===== src/rtl/snn_result_collector_if.sv =====
// Result stream between the SNN result collector and its downstream consumer.
// The collector presents the FIFO head; the consumer acknowledges with res_ready.
interface snn_result_collector_if #(
    parameter int CNT_W = 16
);
    logic             res_valid;
    logic             res_ready;
    logic [1:0]       res_class;
    logic             res_no_spike;
    logic             res_timeout;
    logic [CNT_W-1:0] res_index;

    modport master (
        output res_valid, res_class, res_no_spike, res_timeout, res_index,
        input  res_ready
    );

    modport slave (
        input  res_valid, res_class, res_no_spike, res_timeout, res_index,
        output res_ready
    );
endinterface


===== src/rtl/snn_result_collector.sv =====
// SNN result collector: launches one classifier inference at a time, guards it
// with a watchdog, queues each result in a small fall-through FIFO and keeps
// saturating per-class histogram counters with a registered readout.
module snn_result_collector #(
    parameter int FIFO_DEPTH = 4,
    parameter int CNT_W      = 16,
    parameter int TIMEOUT    = 65535
) (
    input  logic                   clk,
    input  logic                   resetn,
    input  logic                   enable,
    output logic                   start_process,
    input  logic                   end_process,
    input  logic [1:0]             output_class,
    input  logic                   no_spike,
    snn_result_collector_if.master res,
    input  logic [2:0]             cnt_sel,
    output logic [CNT_W-1:0]       cnt_data,
    input  logic                   cnt_clear,
    output logic                   busy,
    output logic                   err_spurious
);
    localparam int PTR_W   = $clog2(FIFO_DEPTH);
    localparam int WD_W    = $clog2(TIMEOUT + 1);
    localparam int ENTRY_W = CNT_W + 4;
    localparam logic [WD_W-1:0]  WD_LAST = WD_W'(TIMEOUT - 1);
    localparam logic [PTR_W:0]   FULL_N  = (PTR_W + 1)'(FIFO_DEPTH);
    localparam logic [2:0] CNT_NS   = 3'd4;
    localparam logic [2:0] CNT_TO   = 3'd5;
    localparam logic [2:0] CNT_TOT  = 3'd6;
    localparam logic [2:0] CNT_SPUR = 3'd7;

    typedef enum logic [1:0] {IDLE, START, WAIT, CAPTURE} state_t;

    function automatic logic [CNT_W-1:0] sat_inc(input logic [CNT_W-1:0] v);
        return (&v) ? v : v + CNT_W'(1);
    endfunction

    state_t             state_q, state_d;
    logic [WD_W-1:0]    wdog_q, wdog_d;
    logic [1:0]         cap_class_q, cap_class_d;
    logic               cap_ns_q, cap_ns_d;
    logic               cap_to_q, cap_to_d;
    logic [CNT_W-1:0]   idx_q, idx_d;
    logic [CNT_W-1:0]   cnt_q [8];
    logic [CNT_W-1:0]   cnt_d [8];
    logic               err_q, err_d;
    logic               busy_q, busy_d;
    logic [CNT_W-1:0]   cnt_data_q, cnt_data_d;
    logic [PTR_W-1:0]   wr_ptr_q, wr_ptr_d, rd_ptr_q, rd_ptr_d;
    logic [PTR_W:0]     count_q, count_d;
    logic [ENTRY_W-1:0] mem_q [FIFO_DEPTH];
    logic [ENTRY_W-1:0] head;
    logic               push, pop, res_valid, slot_free;

    assign res_valid = (count_q != '0);
    assign push      = (state_q == CAPTURE);
    assign pop       = res_valid && res.res_ready;
    // A pop in the same cycle frees the slot the next inference will need.
    assign slot_free = (count_q != FULL_N) || pop;
    assign head      = mem_q[rd_ptr_q];

    assign start_process    = (state_q == START);
    assign busy             = busy_q;
    assign err_spurious     = err_q;
    assign cnt_data         = cnt_data_q;
    assign res.res_valid    = res_valid;
    assign res.res_class    = res_valid ? head[CNT_W+3:CNT_W+2] : 2'd0;
    assign res.res_no_spike = res_valid ? head[CNT_W+1] : 1'b0;
    assign res.res_timeout  = res_valid ? head[CNT_W] : 1'b0;
    assign res.res_index    = res_valid ? head[CNT_W-1:0] : '0;

    // Inference sequencer: launch, wait with watchdog, capture result.
    always_comb begin
        state_d     = state_q;
        wdog_d      = wdog_q;
        cap_class_d = cap_class_q;
        cap_ns_d    = cap_ns_q;
        cap_to_d    = cap_to_q;
        case (state_q)
            IDLE:    if (enable && slot_free) state_d = START;
            START: begin
                wdog_d  = '0;
                state_d = WAIT;
            end
            WAIT: begin
                wdog_d = wdog_q + WD_W'(1);
                if (end_process) begin
                    cap_class_d = output_class;
                    cap_ns_d    = no_spike;
                    cap_to_d    = 1'b0;
                    state_d     = CAPTURE;
                end else if (wdog_q == WD_LAST) begin
                    cap_class_d = 2'd0;
                    cap_ns_d    = 1'b1;
                    cap_to_d    = 1'b1;
                    state_d     = CAPTURE;
                end
            end
            CAPTURE: state_d = IDLE;
            default: state_d = IDLE;
        endcase
        busy_d = (state_d != IDLE);
    end

    // Histogram counters, sticky spurious flag and result index; clear wins.
    always_comb begin
        for (int i = 0; i < 8; i++) cnt_d[i] = cnt_q[i];
        err_d = err_q;
        idx_d = idx_q;
        if (push) begin
            idx_d          = idx_q + CNT_W'(1);
            cnt_d[CNT_TOT] = sat_inc(cnt_q[CNT_TOT]);
            if (cap_to_q) begin
                cnt_d[CNT_TO] = sat_inc(cnt_q[CNT_TO]);
            end else begin
                cnt_d[{1'b0, cap_class_q}] = sat_inc(cnt_q[{1'b0, cap_class_q}]);
                if (cap_ns_q) cnt_d[CNT_NS] = sat_inc(cnt_q[CNT_NS]);
            end
        end
        if (end_process && (state_q != WAIT)) begin
            err_d           = 1'b1;
            cnt_d[CNT_SPUR] = sat_inc(cnt_q[CNT_SPUR]);
        end
        if (cnt_clear) begin
            for (int i = 0; i < 8; i++) cnt_d[i] = '0;
            err_d = 1'b0;
            idx_d = '0;
        end
        cnt_data_d = cnt_q[cnt_sel];
    end

    // FIFO pointer and occupancy bookkeeping.
    always_comb begin
        wr_ptr_d = push ? wr_ptr_q + PTR_W'(1) : wr_ptr_q;
        rd_ptr_d = pop  ? rd_ptr_q + PTR_W'(1) : rd_ptr_q;
        count_d  = count_q;
        if (push && !pop)      count_d = count_q + (PTR_W + 1)'(1);
        else if (!push && pop) count_d = count_q - (PTR_W + 1)'(1);
    end

    // Control state registers with asynchronous reset.
    always_ff @(posedge clk or negedge resetn) begin
        if (!resetn) begin
            state_q    <= IDLE;
            wdog_q     <= '0;
            idx_q      <= '0;
            for (int i = 0; i < 8; i++) cnt_q[i] <= '0;
            err_q      <= 1'b0;
            busy_q     <= 1'b0;
            cnt_data_q <= '0;
            wr_ptr_q   <= '0;
            rd_ptr_q   <= '0;
            count_q    <= '0;
        end else begin
            state_q    <= state_d;
            wdog_q     <= wdog_d;
            idx_q      <= idx_d;
            for (int i = 0; i < 8; i++) cnt_q[i] <= cnt_d[i];
            err_q      <= err_d;
            busy_q     <= busy_d;
            cnt_data_q <= cnt_data_d;
            wr_ptr_q   <= wr_ptr_d;
            rd_ptr_q   <= rd_ptr_d;
            count_q    <= count_d;
        end
    end

    // Captured result and FIFO storage; outputs are masked while empty.
    always_ff @(posedge clk) begin
        cap_class_q <= cap_class_d;
        cap_ns_q    <= cap_ns_d;
        cap_to_q    <= cap_to_d;
        if (push) mem_q[wr_ptr_q] <= {cap_class_q, cap_ns_q, cap_to_q, idx_q};
    end
endmodule

===== src/flat_wrapper.sv =====
// flat-port wrapper written by rule: the top's interface ports become plain ports
module snn_result_collector_flat 
#(
    parameter int FIFO_DEPTH = 4,
    parameter int CNT_W      = 16,
    parameter int TIMEOUT    = 65535
)
  (clk, resetn, enable, start_process, end_process, output_class, no_spike, cnt_sel, cnt_data, cnt_clear, busy, err_spurious, res_res_valid, res_res_class, res_res_no_spike, res_res_timeout, res_res_index, res_res_ready);
  snn_result_collector_if #(.CNT_W(CNT_W)) res_i ();
  input  logic clk;
  input  logic resetn;
  input  logic enable;
  output logic start_process;
  input  logic end_process;
  input  logic [1:0] output_class;
  input  logic no_spike;
  input  logic [2:0] cnt_sel;
  output logic [CNT_W-1:0] cnt_data;
  input  logic cnt_clear;
  output logic busy;
  output logic err_spurious;
  output wire logic [$bits(res_i.res_valid)-1:0] res_res_valid;
  output wire logic [$bits(res_i.res_class)-1:0] res_res_class;
  output wire logic [$bits(res_i.res_no_spike)-1:0] res_res_no_spike;
  output wire logic [$bits(res_i.res_timeout)-1:0] res_res_timeout;
  output wire logic [$bits(res_i.res_index)-1:0] res_res_index;
  input wire logic [$bits(res_i.res_ready)-1:0] res_res_ready;
  assign res_res_valid = res_i.res_valid;
  assign res_res_class = res_i.res_class;
  assign res_res_no_spike = res_i.res_no_spike;
  assign res_res_timeout = res_i.res_timeout;
  assign res_res_index = res_i.res_index;
  assign res_i.res_ready = res_res_ready;
  snn_result_collector #(.FIFO_DEPTH(FIFO_DEPTH), .CNT_W(CNT_W), .TIMEOUT(TIMEOUT)) u_core (.clk(clk), .resetn(resetn), .enable(enable), .start_process(start_process), .end_process(end_process), .output_class(output_class), .no_spike(no_spike), .res(res_i), .cnt_sel(cnt_sel), .cnt_data(cnt_data), .cnt_clear(cnt_clear), .busy(busy), .err_spurious(err_spurious));
endmodule

===== config.mk =====
export PLATFORM = sky130hd
export DESIGN_NAME = snn_result_collector_flat
export DESIGN_NICKNAME = d
export VERILOG_FILES = /design/src/rtl/snn_result_collector_if.sv /design/src/rtl/snn_result_collector.sv /design/src/flat_wrapper.sv
export SDC_FILE = /design/constraint.sdc
export NUM_CORES = 1
export LEC_CHECK = 0
export ABC_AREA = 1
export CORE_MARGIN = 1.5
export CORE_UTILIZATION = 62
export DETAILED_ROUTE_END_ITERATION = 12
export GPL_ROUTABILITY_DRIVEN = 0
export MAX_ROUTING_LAYER = met4
export PLACE_DENSITY = 0.77
export SYNTH_ARGS = -nofsm -noshare
export SYNTH_HDL_FRONTEND = slang
export SYNTH_SLANG_ARGS = --single-unit

===== constraint.sdc =====
create_clock -name clk -period 2.99 [get_ports clk]
set_input_delay 0.299 -clock clk [delete_from_list [all_inputs] [get_ports clk]]
set_output_delay 0.299 -clock clk [all_outputs]
set_load 0.005 [all_outputs]

* After elaboration in Yosys (flattened, before gate mapping)
Memory sizes are Yosys's and may differ from the RTL's.
Index checks and enable logic that the tools add are counted.
** Storage, ports and cells
- Bits of input ports :: 12
- Bits in registers :: 191
- Output and inout bits :: 40
- Memories :: 1
- Memory bits (writable) :: 80
** Memory list
- u_core.mem_q :: depth 4, bits a word 20, rd ports 1, clocked after memory_dff 0, wr ports 1, RTL line snn_result_collector.sv:52 : logic [ENTRY_W-1:0] mem_q [FIFO_DEPTH];
** Operators by class
- Bitwise operators :: 2
- $lt $le $gt $ge :: 3
- Muxes and demuxes :: 42
- Eq/ne operators :: 11
- Reductions and logical operators :: 28
- Add/sub/neg operators :: 11
** Operator list (number)
- two-way mux 128 bit :: 2
- two-way mux 16 bit :: 16
- bitwise mux 128 bit :: 1
- adder 16 x 1 -> 16 bit, second input constant :: 7
- binary-select mux 16 bit (select 3 bit) :: 2
- two-way mux 80 bit :: 1
- AND reduction 16 bit :: 5
- demux 16 bit (select 3 bit) :: 1
- two-way mux 32 bit :: 1
- one-hot mux 16 bit (2 select lines) :: 1
- equality test 16 bit, second input constant :: 1
- != test 3 bit, second input constant :: 5
- two-way mux 2 bit :: 6
- nonzero test 2 bit :: 6
- >= comparator 4 bit, second input constant :: 2
- two-way mux 1 bit :: 8
- one-hot mux 2 bit (4 select lines) :: 1
- logical AND 1 bit :: 6
- two-way mux 3 bit :: 2
- AND reduction 2 bit :: 3
- AND reduction 3 bit :: 2
- nonzero test 3 bit :: 2
- adder 2 x 1 -> 2 bit, second input constant :: 2
- equality test 2 bit, second input constant :: 2
- 10 further kinds :: 12

* Depth between registers and ports, before layout
Gate-level depths: netlist of the first run.
- Depth in word-level cells :: 12
- Gate-level depth with buffers :: 15
- Mapped depth without buffers :: 14

* Least setup slack after synthesis of the first run
No wires, ideal clock.
- Kind :: reg-to-reg
- From :: reg u_core.cap_class_q[1]
- To :: reg u_core.cnt_q[112] in the netlist's numbering
- Path slack :: 0.800 ns
- Cell stages (with the launch flop) :: 15
- Arrival time :: 2.124 ns
- Period minus slack after synthesis :: 2.190 ns
- Data required time :: 2.924 ns
- Cell sequence :: edfxtp_1 > buf_4 > inv_2 > buf_4 > buf_2 > nand2_1 > nand2_2 > ha_1 > nand3_2 > nor2_4 > nand2_2 > buf_6 > nand2_2 > nand3_1 > nand2_1
** On the way
- Cells in the longest elaborated chain, start to end :: 10
- Elaborated cells on any way between the ends :: 16
- Those cells by class :: add/sub (1); order compare (2); mux (10); bitwise (1); reduce/logical (2)
** RTL lines
- start: declaration :: RTL line snn_result_collector.sv:41 : logic [1:0] cap_class_q, cap_class_d;
- start signal: assignment :: RTL line snn_result_collector.sv:171 : cap_class_q <= cap_class_d;
- NOT 2 -> 4 bit (not written as such) (*) :: RTL line snn_result_collector.sv:117 : cnt_d[{1'b0, cap_class_q}] = sat_inc(cnt_q[{1'b0, cap_class_q}]);
- binary-select mux 16 bit (select 3 bit) :: RTL line snn_result_collector.sv:117
- two-way mux 16 bit (not written as such) (2 in a row) :: RTL line snn_result_collector.sv:117
- adder 16 x 1 -> 16 bit or AND reduction 16 bit (tied branches) :: RTL line snn_result_collector.sv:36 : return (&v) ? v : v + CNT_W'(1);
- two-way mux 16 bit :: RTL line snn_result_collector.sv:36
- bitwise mux 128 bit (*) :: RTL line snn_result_collector.sv:117
- two-way mux 80 bit (*) :: RTL line snn_result_collector.sv:114 : if (cap_to_q) begin
- two-way mux 128 bit (*) :: RTL line snn_result_collector.sv:111 : if (push) begin
- two-way mux 128 bit (*) :: RTL line snn_result_collector.sv:125 : if (cnt_clear) begin
- end: declaration :: RTL line snn_result_collector.sv:45 : logic [CNT_W-1:0] cnt_q [8];
Every way passes the cells marked *; elsewhere a longest branch is shown, timed or not. The select of a mux whose other input is x is not followed.
A chain may end at the register's enable or synchronous reset.

* Final worst setup path of the first run
- From :: reg u_core.count_q[0]
- To :: out res_res_class[0]
** On the way
- Cells in the longest elaborated chain, start to end :: 2
** RTL lines
- start: declaration :: RTL line snn_result_collector.sv:51 : logic [PTR_W:0] count_q, count_d;
- start signal: assignment :: RTL line snn_result_collector.sv:165 : count_q <= count_d;
- nonzero test 3 bit :: RTL line snn_result_collector.sv:56 : assign res_valid = (count_q != '0);
- two-way mux 2 bit :: RTL line snn_result_collector.sv:68 : assign res.res_class = res_valid ? head[CNT_W+3:CNT_W+2] : 2'd0;
- end: declaration :: RTL line flat_wrapper.sv:23 : output wire logic [$bits(res_i.res_class)-1:0] res_res_class;
Every way passes these cells.

==> flow_metrics.py, run 1 <==
metrics = {
    "run_status": {
        "status": "finished, final reports clean",
    },
    "floorplanning": {
        "core.rowCount": 55,
        "floorplan.die_area_um2": 24400,
        "initial_core_util_pct": 63.6,
        "die-height_um": 156,
        "core_um2": 22800,
        "die_width_um": 156,
        "ios": 52,
    },
    "drt": {
        "drc": 0,
        "via_count": 13000,
        "drt_iter0_markers": 1523,
        "wire_per_inst_um": 17.4,
        "wl_um": 38900,
        "drtPass1Iterations": 8,
        "viasPerCell": 5.82,
        "ant_nets": 0,
    },
    "clocking": {
        "cts_made_buffers": 28,
        "worst_skew_pair.late_latency_ns": 0.55,
        "cts_tree": "built",
        "cts_setup_buffers": 0,
        "cts_max_path_buffers": 3,
        "clk_pin_slew_ns": 0.06,
        "clock_sinks": 271,
        "htreeDepth": 1,
        "cts_root_buf": "clkbuf_16",
    },
    "sta": {
        "relSlewSlack_pct": 47.8,
        "rsz0062_at_grt": "false",
        "tns_ns": 0,
        "fmax_mhz": 354,
        "setup_violations": 0,
        "slew_viol_final": 0,
        "period_needed_ns": 2.83,
        "finalClockSkew_ns": 0.0131,
        "fin_crit_sh_pct": 94.6,
        "tightest_slew_ns": 0.783,
        "hold_viol_final": 0,
    },
    "global_routing": {
        "grt_usage_pct": 33.4,
        "grt_max_degree": 74,
        "antenna_found_initial": 0,
        "grt_pass1_vias": 12100,
        "grt_overflow": 0,
        "grt_pass1_wl_um": 62500,
    },
    "synth": {
        "synth-seq-cells": 271,
        "synth_top_area_share_pct": 32.2,
        "synth_edf_count": 84,
        "syn_area_um2": 14500,
        "synthTopCellsByCount": "nand2_1, nor2_1, dfrtp_1, o21ai_0, inv_1",
        "seq_area_frac_synth_pct": 49.6,
        "syn_nets": 1881,
        "yosysUniqueCellTypes": 47,
        "synthMostInstantiatedCell": "nand2_1",
        "async_flop_share_pct": 69.0,
        "synth_cells": 1851,
        "synth_area_leaders": "dfrtp_1, edfxtp_1, nand2_1, o21ai_0, nor2_1",
        "synth_area_per_cell_um2": 7.85,
        "synthFlopType": "dfrtp_1",
        "yosysTopAreaCell": "dfrtp_1",
        "ys_warn_count": 0,
    },
    "power_and_ir_drop": {
        "p_leak_nw": 7.20,
        "power_density_nw_per_um2": 657,
        "peakVddDrop_mv": 0.433,
    },
    "layout": {
        "fillers": 1790,
        "synthToLayoutAreaGrowth_pct": 13.1,
        "fin_nets": 1933,
        "antenna_cells": 0,
        "drive_gt1_share_pct": 7.48,
        "fin_area_um2": 16400,
    },
    "placed_design": {
        "io_buffers": 51,
        "placed_area_um2": 15500,
        "hpwl_um": 26900,
    },
    "run": {
        "cap_violations": 0,
    },
    "worst_setup_path": {
        "reg2reg_setup_slack_ns": 0.36,
        "cp-end-kind": "primary output",
        "r2r_cells": 12,
        "crit_type": "reg -> out",
        "crit_required_ns": 2.69,
        "worstPathArrival_ns": 2.53,
        "crit_fanout": 20,
        "crit_path_start_kind": "flop",
    },
    "min_path": {
        "worstHoldPathType": "in -> async",
    },
}
-- metal layers --
| metal | global-route usage (%) | up-vias | part of all wire, % |
|---|---|---|---|
| met5 | - | - | 0 |
| met1 | 45.8 | 6097 | 42 |
| li1 | - | 6199 | - |
| met2 | 51.7 | 624 | 46 |
| met4 | 11.4 | 0 | 3.4 |
| met3 | 4.42 | 99 | 8.5 |
-- flip-flops by register name (all words and copies together) (netlist names), 3 cells and up --
register and flops:
u_core.count_q 3, u_core.idx_q 16, u_core.cnt_data 16, u_core.wdog_q 16, u_core.cnt_q 128, u_core.mem_q 80
-- through the flow --
stage          std cells  utilization [%]  hold WS [ns]  setup WS, ns  total power [mW]
2_1_floorplan       1851                -       0.00341         0.800              5.99
3_3_place_gp        2185             67.7         0.356         0.555              7.11
3_5_place_dp        2185             67.7         0.356         0.431              7.20
4_1_cts             2238             71.9         0.350         0.145              10.8
5_1_grt             2238             71.9         0.376        0.0411              11.3
6_report            2238             71.9         0.315         0.163              10.8
-- repair_timing --
| item | 4_1_cts | 5_1_grt |
|---|---|---|
| hold buffers | 1 | 0 |
| gates resized for setup | 0 | 0 |
| hold endpoints to repair | 70 | 0 |
-- cell usage in the layout (no fill, tap or decap), types with 6 or more instances in the layout --
| cell | Yosys | layout |
|---|---|---|
| ha_1 | 17 | 17 |
| nor2_2 | 8 | 8 |
| nand4_1 | 36 | 36 |
| a221oi_1 | 9 | 9 |
| o21ai_1 | 12 | 12 |
| xor2_1 | 27 | 27 |
| edfxtp_1 | 84 | 84 |
| a31oi_1 | 18 | 18 |
| nand2_2 | 14 | 14 |
| nand3_1 | 111 | 111 |
| nor2_1 | 230 | 230 |
| buf_4 | 4 | 44 |
| clkinv_2 | 0 | 6 |
| nand2_1 | 493 | 493 |
| nor3_1 | 38 | 38 |
| clkinv_1 | 2 | 6 |
| clkdlybuf4s50_1 | 0 | 49 |
| nand3_2 | 6 | 6 |
| clkbuf_16 | 0 | 29 |
| o21ai_0 | 176 | 176 |
| a21oi_1 | 95 | 95 |
| or2_2 | 6 | 6 |
| inv_1 | 157 | 156 |
| dfrtp_1 | 187 | 187 |
-- cell type report --
cell class | instances | area (um^2) | share of cell area (%)
Clock buffer | 33 | 761 | 4.63
Clock inverter | 19 | 209 | 1.27
Inverter | 163 | 612 | 3.72
Multi-Input combinational cell | 1339 | 6330 | 38.5
Sequential cell | 271 | 7200 | 43.8
Tap cell | 313 | 392 | 2.38
Timing Repair Buffer | 100 | 930 | 5.66
-- where the power goes --
part	leakage (nW)	switching (mW)	total, mW	internal [mW]
logic	3.41	1.71	2.81	1.10
registers	3.32	0.197	4.36	4.16
clock network	0.468	1.47	3.63	2.16
total	7.20	3.38	10.8	7.42
-- final timing paths --
check | startpoint | endpoint
min in group clk | no_spike | u_core.cap_ns_q$_SDFFCE_PN1P_
worst max register to register | u_core.cap_class_q[0]$_SDFFCE_PN0P_ | u_core.cnt_q[102]$_DFFE_PN0P_
worst min-delay path | resetn | u_core.wdog_q[11]$_DFFE_PN0P_
max in group asynchronous | resetn | u_core.cnt_data[13]$_DFF_PN0_
worst max-delay path | u_core.count_q[0]$_DFFE_PN0P_ | res_res_class[0]
worst min register to register | u_core.cnt_q[81]$_DFFE_PN0P_ | u_core.cnt_q[81]$_DFFE_PN0P_
-- cell families (layout without fill, tap and decap cells) --
kind of cell	count (synthesis)	count (layout)	share of synthesized area, %
xor+xnor	28	28	1.69
flops	271	271	49.6
fa+ha+maj	18	18	1.60
compound gates	331	331	12.2
mux	1	1	0.0775
buf+inv	241	315	6.84
simple gates	961	961	28.0
-- critical path, stage by stage (launching register included) --
cell	delay (ns)
dfrtp_1	0.42
nor2_1	0.18
nand2_1	0.16
inv_1	0.59
a21oi_1	0.14
clkdlybuf4s50_1	0.49
Power figures use the tool's default switching activity.
==> run 2, diff against run 1 <==
clock period = 3.1 ns   (was 2.99 ns; I/O delays follow)
==> flow_metrics.py, run 2 (synthesis gave the netlist of run 1 again) <==
metrics = {
    "placed_design": {
        "hpwl_um": 26600,
        "pre_cts_ws_ns": 0.525,
        "io_buffers": 51,
        "placed_area_um2": 15400,
        "dp_cells": 2182,
    },
    "floorplanning": {
        "core.rowCount": 55,
        "ios": 52,
        "initial_core_util_pct": 63.6,
        "die-height_um": 156,
        "die_width_um": 156,
        "floorplan.die_area_um2": 24400,
        "core_um2": 22800,
    },
    "power_and_ir_drop": {
        "switching_power_mw": 3.28,
        "peakVddDrop_mv": 0.415,
        "total_power_mw": 10.6,
        "pwr-share-seq_pct": 39.7,
        "p_int_mw": 7.31,
        "power_density_nw_per_um2": 644,
        "power_frac_clock_pct": 34.5,
        "combPwrFrac_pct": 25.8,
        "sw_frac_of_total_pct": 30.9,
        "p_leak_nw": 7.19,
    },
    "worst_setup_path": {
        "cp_slowest_stage_delay_ns": 0.54,
        "path_cells": "buf_4, clkinvlp_4, nor2_1, o21ai_0, a21oi_1, clkdlybuf4s50_1",
        "crit_fanout": 23,
        "cp_slowest_cell": "clkdlybuf4s50_1",
        "reg2reg_setup_slack_ns": 0.47,
        "cp-end-kind": "primary output",
        "timing.rr.end": "u_core.cnt_q[114]$_DFFE_PN0P_",
        "r2r_cells": 13,
        "crit_path_start_kind": "flop",
        "crit_type": "reg -> out",
        "rr_startpoint": "u_core.cap_class_q[0]$_SDFFCE_PN0P_",
        "crit_required_ns": 2.79,
        "worstPathArrival_ns": 2.61,
    },
    "sta": {
        "tns_ns": 0,
        "worst_hold_slack_ns": 0.371,
        "finalClockSkew_ns": 0.0165,
        "fmax_mhz": 342,
        "fin_crit_sh_pct": 94.2,
        "hold_viol_final": 0,
        "relSlewSlack_pct": 40.0,
        "period_needed_ns": 2.92,
        "fin_ws_ns": 0.180,
        "slew_viol_final": 0,
        "tightest_slew_ns": 0.899,
        "rsz0062_at_grt": "false",
        "setup_violations": 0,
    },
    "layout": {
        "instances_no_fill": 2237,
        "synthToLayoutAreaGrowth_pct": 13.2,
        "final-seq-area_um2": 7200,
        "largest_register": "u_core.cnt_q",
        "fin_nets": 1931,
        "final_common_cell": "nand2_1",
        "fin_area_um2": 16400,
        "drive_gt1_share_pct": 7.23,
        "fin_util_pct": 72.0,
        "largest_registers": "u_core.cnt_q x128, u_core.mem_q x80",
        "largest_register_ffs": 128,
        "final_cell_mix": "nand2_1, nor2_1, dfrtp_1",
        "multi_input_area_um2": 6330,
        "fillers": 1827,
    },
    "drt": {
        "wl_um": 38500,
        "via_count": 13000,
        "viasPerCell": 5.81,
        "drc": 0,
        "drtPass1Iterations": 8,
        "wire_per_inst_um": 17.2,
        "drt_iter0_markers": 1369,
        "ant_nets": 0,
    },
    "global_routing": {
        "grt_pass1_vias": 12000,
        "grt_overflow": 0,
        "grt_pass1_wl_um": 62100,
        "antenna_found_initial": 1,
        "grt_usage_pct": 33.3,
        "grt_max_degree": 95,
    },
    "clocking": {
        "htreeDepth": 1,
        "cts_tree": "built",
        "clock_sinks": 271,
        "clk_pin_slew_ns": 0.06,
        "cts_root_buf": "clkbuf_16",
        "cts_setup_buffers": 0,
        "cts_made_buffers": 28,
        "worst_skew_pair.late_latency_ns": 0.56,
        "cts_max_path_buffers": 3,
    },
    "run": {
        "cap_violations": 0,
    },
    "run_status": {
        "status": "finished, final reports clean",
    },
    "min_path": {
        "worstHoldPathType": "in -> async",
    },
}
run 2: cell types whose count changed in the layout (fill, tap and decap cells not counted), moves of 2 or more:
cell,change
buf_4,-2
clkbuf_1,+3
clkbuf_8,-2
bufinv_16,+3
run 2: layout make-up:
type	instances	area share [%]
clock inverters	19	1.71
inverters	163	3.74
clock buffers	33	4.37
flip-flops and latches	271	43.8
repair buffers	97	5.44
multi-input cells	1339	38.5
well taps	313	2.38
diodes	1	0.0152
repair inverters	1	0.0456
run 2: how the worst max path moves through the flow:
stage	from	end
after global placement	u_core.cap_class_q[0]$_SDFFCE_PN0P_	u_core.cnt_q[70]$_DFFE_PN0P_
after detailed placement	u_core.cap_class_q[0]$_SDFFCE_PN0P_	u_core.cnt_q[69]$_DFFE_PN0P_
after floorplan	u_core.cap_class_q[1]$_SDFFCE_PN0P_	u_core.cnt_q[112]$_DFFE_PN0P_
final	u_core.rd_ptr_q[1]$_DFFE_PN0P_	res_res_index[11]
after global routing	u_core.rd_ptr_q[1]$_DFFE_PN0P_	res_res_index[11]
after CTS	u_core.rd_ptr_q[1]$_DFFE_PN0P_	res_res_index[11]
run 2: routing by layer:
metal  track usage, %  vias to the layer above  share of wire, %
li1                 -                     6213                 -
met4             10.6                        0               2.8
met3             5.44                       77               8.7
met2             51.8                      647                46
met1             45.1                     6071                43
met5                -                        -                 0
run 2: power groups by stage:
stage                     registers (mW)  clock network [mW]  logic, mW
final                               4.20                3.66       2.73
after global routing                4.23                3.85       3.03
after CTS                           4.20                3.70       2.71
after detailed placement            4.27                   0       2.69
after global placement              4.25                   0       2.60
after floorplan                     4.21                   0       1.57
run 2: repair_timing:
| action | 4_1_cts | 5_1_grt |
|---|---|---|
| hold endpoints to repair | 92 | 0 |
| setup endpoints to repair | 0 | 1 |
| hold buffers | 1 | 0 |
| resized for setup | 0 | 2 |
run 2: worst max-delay path, delay by kind of cell, from the launching register on:
| family | cells | cell delay, ns |
|---|---|---|
| AND/OR/NAND/NOR | 1 | 0.20 |
| flip-flops | 1 | 0.32 |
| buffers and inverters | 3 | 1.21 |
| AO/OA/AOI/OAI | 2 | 0.31 |
